--- config.mk ---
export PLATFORM = sky130hd
export DESIGN_NAME = stream_decryptor
export DESIGN_NICKNAME = d
export VERILOG_FILES = /design/src/rtl/stream_decryptor.sv
export SDC_FILE = /design/constraint.sdc
export NUM_CORES = 1
export LEC_CHECK = 0
export ABC_CLOCK_PERIOD_IN_PS = 3600
export CAP_MARGIN = 30
export CORE_AREA = 5 5 76 92
export CTS_CLUSTER_DIAMETER = 50
export DETAILED_ROUTE_END_ITERATION = 16
export DIE_AREA = 0 0 81 97
export MAX_ROUTING_LAYER = met4
export PLACE_DENSITY_LB_ADDON = 0.12
export SYNTH_ARGS = -nofsm -noshare
export SYNTH_HDL_FRONTEND = slang
export SYNTH_SLANG_ARGS = --single-unit
--- constraint.sdc ---
create_clock -name clk -period 3.6 [get_ports clk]
set_input_delay 0.9 -clock clk [delete_from_list [all_inputs] [get_ports clk]]
set_output_delay 0.9 -clock clk [all_outputs]
set_load 0.05 [all_outputs]
--- src/rtl/stream_decryptor.sv ---
// Receive side of the LFSR XOR stream cipher: framed ciphertext in,
// framed plaintext out through a one-deep registered output stage.
module stream_decryptor #(
  parameter logic [7:0] SEED    = 8'hA3,
  parameter int         MAX_LEN = 64
) (
  input  logic        clk,
  input  logic        reset,
  input  logic        ct_valid,
  output logic        ct_ready,
  input  logic [7:0]  ct_data,
  input  logic        ct_sof,
  input  logic        ct_eof,
  output logic        pt_valid,
  input  logic        pt_ready,
  output logic [7:0]  pt_data,
  output logic        pt_sof,
  output logic        pt_eof,
  output logic [7:0]  ks_out,
  output logic [7:0]  byte_cnt,
  output logic [15:0] frame_cnt,
  output logic        err_orphan,
  output logic        err_abort,
  output logic        err_len
);

  typedef enum logic {IDLE, ACTIVE} state_t;

  localparam logic [7:0] MAXL = 8'(MAX_LEN);

  function automatic logic [7:0] step(input logic [7:0] q);
    return {q[6:0], q[7] ^ q[5] ^ q[4] ^ q[3]};
  endfunction

  state_t     state;
  logic [7:0] lfsr;
  logic       accept;
  logic       in_frame;
  logic [7:0] key;
  logic [7:0] cnt_nx;
  logic       hit_max;
  logic       done;

  assign ct_ready = !reset & (!pt_valid | pt_ready);
  assign accept   = ct_valid & ct_ready;
  assign in_frame = ct_sof | (state == ACTIVE);
  assign key      = ct_sof ? SEED : lfsr;
  assign cnt_nx   = ct_sof ? 8'd1 : byte_cnt + 8'd1;
  assign hit_max  = (cnt_nx == MAXL);
  assign done     = ct_eof | hit_max;

  always_ff @(posedge clk or posedge reset) begin
    if (reset) begin
      state      <= IDLE;
      lfsr       <= SEED;
      pt_valid   <= 1'b0;
      pt_data    <= 8'd0;
      pt_sof     <= 1'b0;
      pt_eof     <= 1'b0;
      ks_out     <= 8'd0;
      byte_cnt   <= 8'd0;
      frame_cnt  <= 16'd0;
      err_orphan <= 1'b0;
      err_abort  <= 1'b0;
      err_len    <= 1'b0;
    end else begin
      if (pt_ready)
        pt_valid <= 1'b0;
      if (accept) begin
        if (in_frame) begin
          pt_valid <= 1'b1;
          pt_data  <= ct_data ^ key;
          ks_out   <= key;
          pt_sof   <= ct_sof;
          pt_eof   <= done;
          byte_cnt <= cnt_nx;
          if (ct_sof && state == ACTIVE)
            err_abort <= 1'b1;
          if (hit_max && !ct_eof)
            err_len <= 1'b1;
          // Closing a frame rearms the keystream for the next sof
          if (done) begin
            frame_cnt <= frame_cnt + 16'd1;
            lfsr      <= SEED;
            state     <= IDLE;
          end else begin
            lfsr  <= step(key);
            state <= ACTIVE;
          end
        end else begin
          err_orphan <= 1'b1;
        end
      end
    end
  end

endmodule

# After elaboration in Yosys (flattened, before gate mapping)
# Cells that the tools add are included.
# classes
n_addsub	2
eq_ne	1
n_mux	7
bitwise	10
reduce_logical	10
# ops
operator	count
8-bit 2-to-1 mux	3
16-bit by 1-bit adder with 16-bit output (second input constant)	1
3-bit AND reduction	3
8-bit by 1-bit adder with 8-bit output (second input constant)	1
8-bit by 7-bit == test with 1-bit output (second input constant)	1
8-bit XOR	1
1-bit 2-to-1 mux	4
2-bit AND reduction	2
1-bit zero test	3
1-bit bitwise OR	3
1-bit XOR	3
1-bit AND	2
1-bit logical AND	2
1-bit inverter	1
# totals
register_bits	55
input_bits	14
output_inout_bits	47
wordCells	42

# Longest topological paths before layout
# Gate-level depths: netlist of run 1.
# logic_depth
depth_word	5
mapped_depth	8
ltp_nobuf	7

# Worst setup path before layout of run 1
# No wires, ideal clock.
# synth_timing
path_kind	input to output
from	in pt_ready
to	out ct_ready
arrival_ns	1.580
t_required_ns	2.700
setup_slack_ns	1.120
cell_stages	2
n_path_buf	0
cell_sequence	nor2b_4 nor2_1
# synth_via
elab_chain_len	2
# synth_rtl
item	line_no	rtl
from (decl)	15	input logic pt_ready,
1-bit bitwise OR	44	assign ct_ready = !reset & (!pt_valid | pt_ready);
1-bit AND	44	
to (decl)	10	output logic ct_ready,
# Every way passes these cells.

# Worst setup path in the final report of run 1
# Ends and elaborated chain as after synthesis.

==> results.toml, run 1 <==
[final_layout]
area_growth_pct = 31.32
final_core_util_pct = 57.00
nets = 328
fillCellCount = 553
drive_above_1_share_pct = 10.54
antennaDiodeCount = 0

[timing]
hold_viol_final = 0
tightest_slew_ps = 556.2
fmax_ghz = 0.3771
slew_headroom_pct = 62.86
finalMaxSlewViolations = 0
finalCritPeriodShare_pct = 73.65
fin_tns_setup_ps = 0
min_period_ps = 2652
setup_viol = 0
clock_skew_ps = 9.010
rsz0062_at_grt = "false"

[routing]
ant_nets = 0
drt_iter0_drc = 90
dr.pass1.iters = 4
vias_per_cell = 4.962
drt-wirelength-per-cell_um = 13.77
vias = 1960
post-route-drc-count = 0
finalWirelength_mm = 5.441

[cts]
hold_buffers = 0
clkLatencyLatePin_ps = 310
path_clk_slew_ps = 90
ctsResizeCount = 0
cts_htree_levels = 2
ctsLongestPathBuffers = 2
tritoncts = "built"
clock-root-buffer = "clkbuf_8"
postCtsSetupRepairBufs = 0
numCtsBuffers = 5
clkSinkCount = 55

[logic_synthesis]
syn-instance-count = 249
synth_cell_types = 48
yosysWarningCount = 0
ys_seq_area_share_pct = 53.28
ys_async_sr_fraction_pct = 100.0
syn_avg_cell_area_sq_um = 10.41
synth_ff_type = "dfrtp_1"
synth-edff-count = 0
ys_ff_latch = 55
netlist_area_sq_um = 2592
syn_nets = 265

[floorplanning]
core-area_sq_um = 5973
die_height_um = 97
num_rows = 31
initial_core_util_pct = 43.40
die_area_sq_um = 7857
die_w_um = 81
io_pins = 61

[power]
p_switching_mw = 0.7861
comb_power_share_pct = 38.8
power_frac_clock_pct = 18.4
seqPwrFrac_pct = 42.8
irDropWorstVdd_mv = 0.4316
p_leak_nw = 1.493
p_int_mw = 1.158
powerDensity_nw_per_um2 = 571.0
switching_share_pct = 40.44

[worst_setup_path]
critPathRequiredTime_ps = 2700
ff2ff_path_depth = 8
critPathMaxFanout = 3
startpoint_type = "primary input"
setup.worst_path.end_class = "output pin"
cp.arrival_ps = 1750
crit_type = "in2out"

[hold_path]
hold_depth = 2
hold_class = "reg2reg"

[global_routing]
antenna_found_initial = 0
grt_usage_pct = 15.68
grt_pass1_wl_mm = 9.508
grt_overflow = 0
grt_max_degree = 40
first_global_vias = 1991

[outcome]
status = "finished, final reports clean"

[placed_design]
gp_congestion = 0.8589
port_buffers = 60
dp_hpwl_mm = 3.991

[run]
maxCapViolCount = 0
-- layer usage --
layer | vias to the layer above | GRT usage [%] | routed length (um)
met5 | - | - | 0
met4 | 0 | 4.681 | 66
met3 | 6 | 3.160 | 175
met2 | 37 | 23.40 | 2608
met1 | 932 | 21.49 | 2591
li1 | 985 | - | -
-- cell families after synthesis --
family	synth area share [%]
AOI/OAI and AO/OA	11.78
xor gates and xnor gates	9.121
adders and majority gates	0.9651
buffers and inverters	2.751
DFF	53.28
muxes	1.351
and+or+nand+nor	20.75
-- worst max-delay path, cell delays in order --
cell and delay (ps):
clkdlybuf4s50_1 500, nor2b_4 60, nor2_1 90, buf_4 200
-- layout by cell type (no fill, tap or decap), drive strengths merged, types with 2 or more instances in the layout --
cell,count
nand2,39
o22a,3
nor2,15
nand2b,4
and2,2
nor2b,6
o21ai,21
xnor2,16
and4bb,2
xor2,11
and3,7
clkbuf,6
mux2i,2
nand4,7
inv,5
clkdlybuf4s50,59
ha,2
dfrtp,51
nor3b,3
buf,9
a21oi,6
dfstp,4
a31oi,2
a22o,4
o31ai,2
nor4,3
nand3,6
a21o,3
-- layout make-up --
class	instances	area (sq um)	share of cell area (%)
Clock buffer	6	82.58	2.426
Inverter	4	15.01	0.4410
Clock inverter	2	13.76	0.4043
Multi-Input combinational cell	178	1151	33.81
Timing Repair Buffer	68	658.1	19.33
Sequential cell	55	1381	40.57
Tap cell	82	102.6	3.014
-- final timing paths --
check	from	endpoint	slack, ps
worst max register to register	byte_cnt[0]	lfsr[0]	1240
worst max-delay path	pt_ready	ct_ready	950
max in group asynchronous	reset	lfsr[1]	1830
min in group asynchronous	reset	pt_valid	1070
worst min-delay path	err_len	err_len	480
worst min register to register	err_len	err_len	480
-- power by group through the flow --
stage | Combinational (mW) | Clock (mW) | Sequential, mW
2_1_floorplan | 0.212 | 0 | 1.13
3_3_place_gp | 0.756 | 0 | 0.843
3_5_place_dp | 0.761 | 0 | 0.846
4_1_cts | 0.763 | 0.376 | 0.834
5_1_grt | 0.801 | 0.397 | 0.854
6_report | 0.754 | 0.357 | 0.833
-- through the flow --
stage	area [sq um]	worst slack [ps]	hold slack, ps	std cells	power (mW)
2_1_floorplan	2592	1120	442.2	249	1.344
5_1_grt	3405	805.3	508.6	395	2.052
3_5_place_dp	3308	626.5	462.1	387	1.608
3_3_place_gp	3308	684.6	454.0	387	1.599
6_report	3405	948.5	476.5	395	1.944
4_1_cts	3405	938.5	485.4	395	1.974
-- registers in the layout, summed over array words and instances, names as in the netlist --
signal / count
err_len: 1
lfsr: 8
ks_out: 8
err_orphan: 1
byte_cnt: 8
pt_eof: 1
frame_cnt: 16
state: 1
pt_valid: 1
err_abort: 1
pt_data: 8
pt_sof: 1
-- cell usage after synthesis, drive strengths merged, types with 2 or more instances --
master | instances | area share, %
nand2 | 39 | 5.6
o31ai | 2 | 0.58
and2 | 2 | 0.58
nor2 | 15 | 2.3
o21ai | 21 | 4.1
a22o | 4 | 1.4
nor4 | 3 | 0.97
buf | 4 | 1.0
clkbuf | 8 | 1.2
mux2i | 2 | 0.92
a21o | 3 | 0.87
inv | 4 | 0.58
a31oi | 2 | 0.48
nand3 | 6 | 1.2
xor2 | 11 | 3.7
and4bb | 2 | 0.97
nand4 | 7 | 1.9
nor3b | 3 | 1.3
o22a | 3 | 1.0
xnor2 | 16 | 5.4
ha | 2 | 0.97
dfstp | 4 | 4.1
and3 | 7 | 1.7
a21oi | 6 | 1.2
nor2b | 6 | 1.7
dfrtp | 51 | 49
nand2b | 4 | 0.97
Note: power is estimated with default switching activity, not from simulation.
==> run 2: changes to the inputs <==
--- a/config.mk
+++ b/config.mk
@@ -5,7 +5,7 @@
 export SDC_FILE = /design/constraint.sdc
 export NUM_CORES = 1
 export LEC_CHECK = 0
-export ABC_CLOCK_PERIOD_IN_PS = 3600
+export ABC_CLOCK_PERIOD_IN_PS = 2200
 export CAP_MARGIN = 30
 export CORE_AREA = 5 5 76 92
 export CTS_CLUSTER_DIAMETER = 50
==> constraint.sdc (replaced) <==
create_clock -name clk -period 2.2 [get_ports clk]
set_input_delay 0.55 -clock clk [delete_from_list [all_inputs] [get_ports clk]]
set_output_delay 0.55 -clock clk [all_outputs]
set_load 0.05 [all_outputs]
==> results.toml, run 2 (synthesis gave the netlist of run 1 again) <==
[timing]
slew_headroom_pct = 66.20
hold_viol_final = 0
min_period_ps = 2139
finalCritPeriodShare_pct = 97.21
fmax_ghz = 0.4676
rsz0062_at_grt = "false"
whs_ps = 478.5
finalMaxSlewViolations = 0
fin_tns_setup_ps = 0
tightest_slew_ps = 505.4
clock_skew_ps = 10.99
setup_viol = 0

[worst_setup_path]
path_delay_family = "buffers and inverters"
startpoint_type = "flop"
crit_slowest_cell = "clkdlybuf4s50_1"
r2r_setup_slack_ps = 140
critPathRequiredTime_ps = 1650
cpPeakStageDelay_ps = 840
path_buf_inv = 1
crit_type = "reg2out"
setup.worst_path.end_class = "output pin"
cp.arrival_ps = 1590
critPathMaxFanout = 5
path_cells = "clkdlybuf4s50_1"

[final_layout]
instances_no_fill = 409
drive_above_1_share_pct = 16.82
multi_input_area_sq_um = 1166
nets = 342
final_core_util_pct = 59.64
regArea_sq_um = 1384
antennaDiodeCount = 0
area_growth_pct = 37.40
largest_register_ffs = 16
final_cell_mix = "49 x dfrtp_1, 49 x clkdlybuf4s50_1, 39 x nand2_1, 23 x buf_4, 20 x o21ai_0"
top_register = "frame_cnt"
fillCellCount = 572

[floorplanning]
die_height_um = 97
die_w_um = 81
num_rows = 31
core-area_sq_um = 5973
die_area_sq_um = 7857
io_pins = 61
initial_core_util_pct = 43.40

[routing]
vias_per_cell = 4.980
ant_nets = 0
finalWirelength_mm = 5.837
dr.pass1.iters = 4
vias = 2037
drt-wirelength-per-cell_um = 14.27
post-route-drc-count = 0
drt_iter0_drc = 83

[cts]
clkLatencyLatePin_ps = 310
clkSinkCount = 55
postCtsSetupRepairBufs = 0
path_clk_slew_ps = 100
clock-root-buffer = "clkbuf_8"
numCtsBuffers = 5
ctsLongestPathBuffers = 2
cts_htree_levels = 2
tritoncts = "built"

[power]
p_total_mw = 3.258
powerDensity_nw_per_um2 = 914.6
p_leak_nw = 1.644
irDropWorstVdd_mv = 0.7565

[global_routing]
first_global_vias = 2058
grt_usage_pct = 16.07
antenna_found_initial = 0
grt_overflow = 0
grt_max_degree = 56
grt_pass1_wl_mm = 9.811

[placed_design]
gp_congestion = 0.8367
dp_hpwl_mm = 4.251
place_inst = 401
port_buffers = 60

[outcome]
status = "finished, final reports clean"

[hold_path]
hold_class = "reg2reg"

[run]
maxCapViolCount = 0
[run 2: changes by cell type in the layout (fill, tap and decap cells not counted), moves of 2 or more]
cell | before | now
buf_12 | 0 | 3
dfrtp_1 | 51 | 49
dfrtp_2 | 0 | 2
dlygate4sd2_1 | 0 | 4
buf_4 | 9 | 23
clkdlybuf4s50_1 | 59 | 49
dlymetal6s2s_1 | 0 | 3
[run 2: layout make-up]
class / count / area share [%]
timing repair buffer: 82 / 22.34
sequential: 55 / 38.85
clock buffer: 6 / 2.318
clock inverter: 2 / 0.4566
tap: 82 / 2.880
multi-input combinational: 178 / 32.74
inverter: 4 / 0.4215
[run 2: stage by stage]
stage | worst slack (ps) | area, sq um
finish | 61.49 | 3562
global route | 3.838 | 3562
CTS | 19.73 | 3546
detailed placement | -361.5 | 3446
global placement | -268.5 | 3446
floorplan | 14.71 | 2595
[run 2: power by group]
group          switching [mW]  internal [mW]  total, mW  leakage [nW]
combinational           0.841          0.480       1.32         0.907
clock                   0.335          0.258      0.592        0.0474
sequential              0.144           1.20       1.34         0.690
total                    1.32           1.94       3.26          1.64
[run 2: final timing paths]
path / from / to / depth (start not counted)
setup / recovery: frame_cnt[5] / frame_cnt[5] / 1
hold / removal: ks_out[6] / ks_out[6] / 2
setup reg to reg: byte_cnt[0] / frame_cnt[11] / 6
hold reg to reg: ks_out[6] / ks_out[6] / 2
max in group asynchronous: reset / lfsr[0] / 4
min in group asynchronous: reset / frame_cnt[15] / 4
[run 2: tightest hold or removal path, cell delays in order, from the launching register on]
cell and delay, ps:
dfrtp_1 350, nand2_1 50, nand2_1 50
[run 2: layer usage]
metal | vias up | global-route usage, % | part of all wire, %
met4 | 0 | 4.551 | 1.3
met5 | - | - | 0
met1 | 981 | 20.37 | 44
li1 | 1008 | - | -
met3 | 7 | 3.717 | 4.2
met2 | 41 | 25.49 | 50
[run 2: repair_timing]
action | in CTS | in global routing
hold buffers | 0 | 0
resized for setup | 5 | 5
setup endpoints to repair | 6 | 12
hold endpoints to repair | 0 | 0
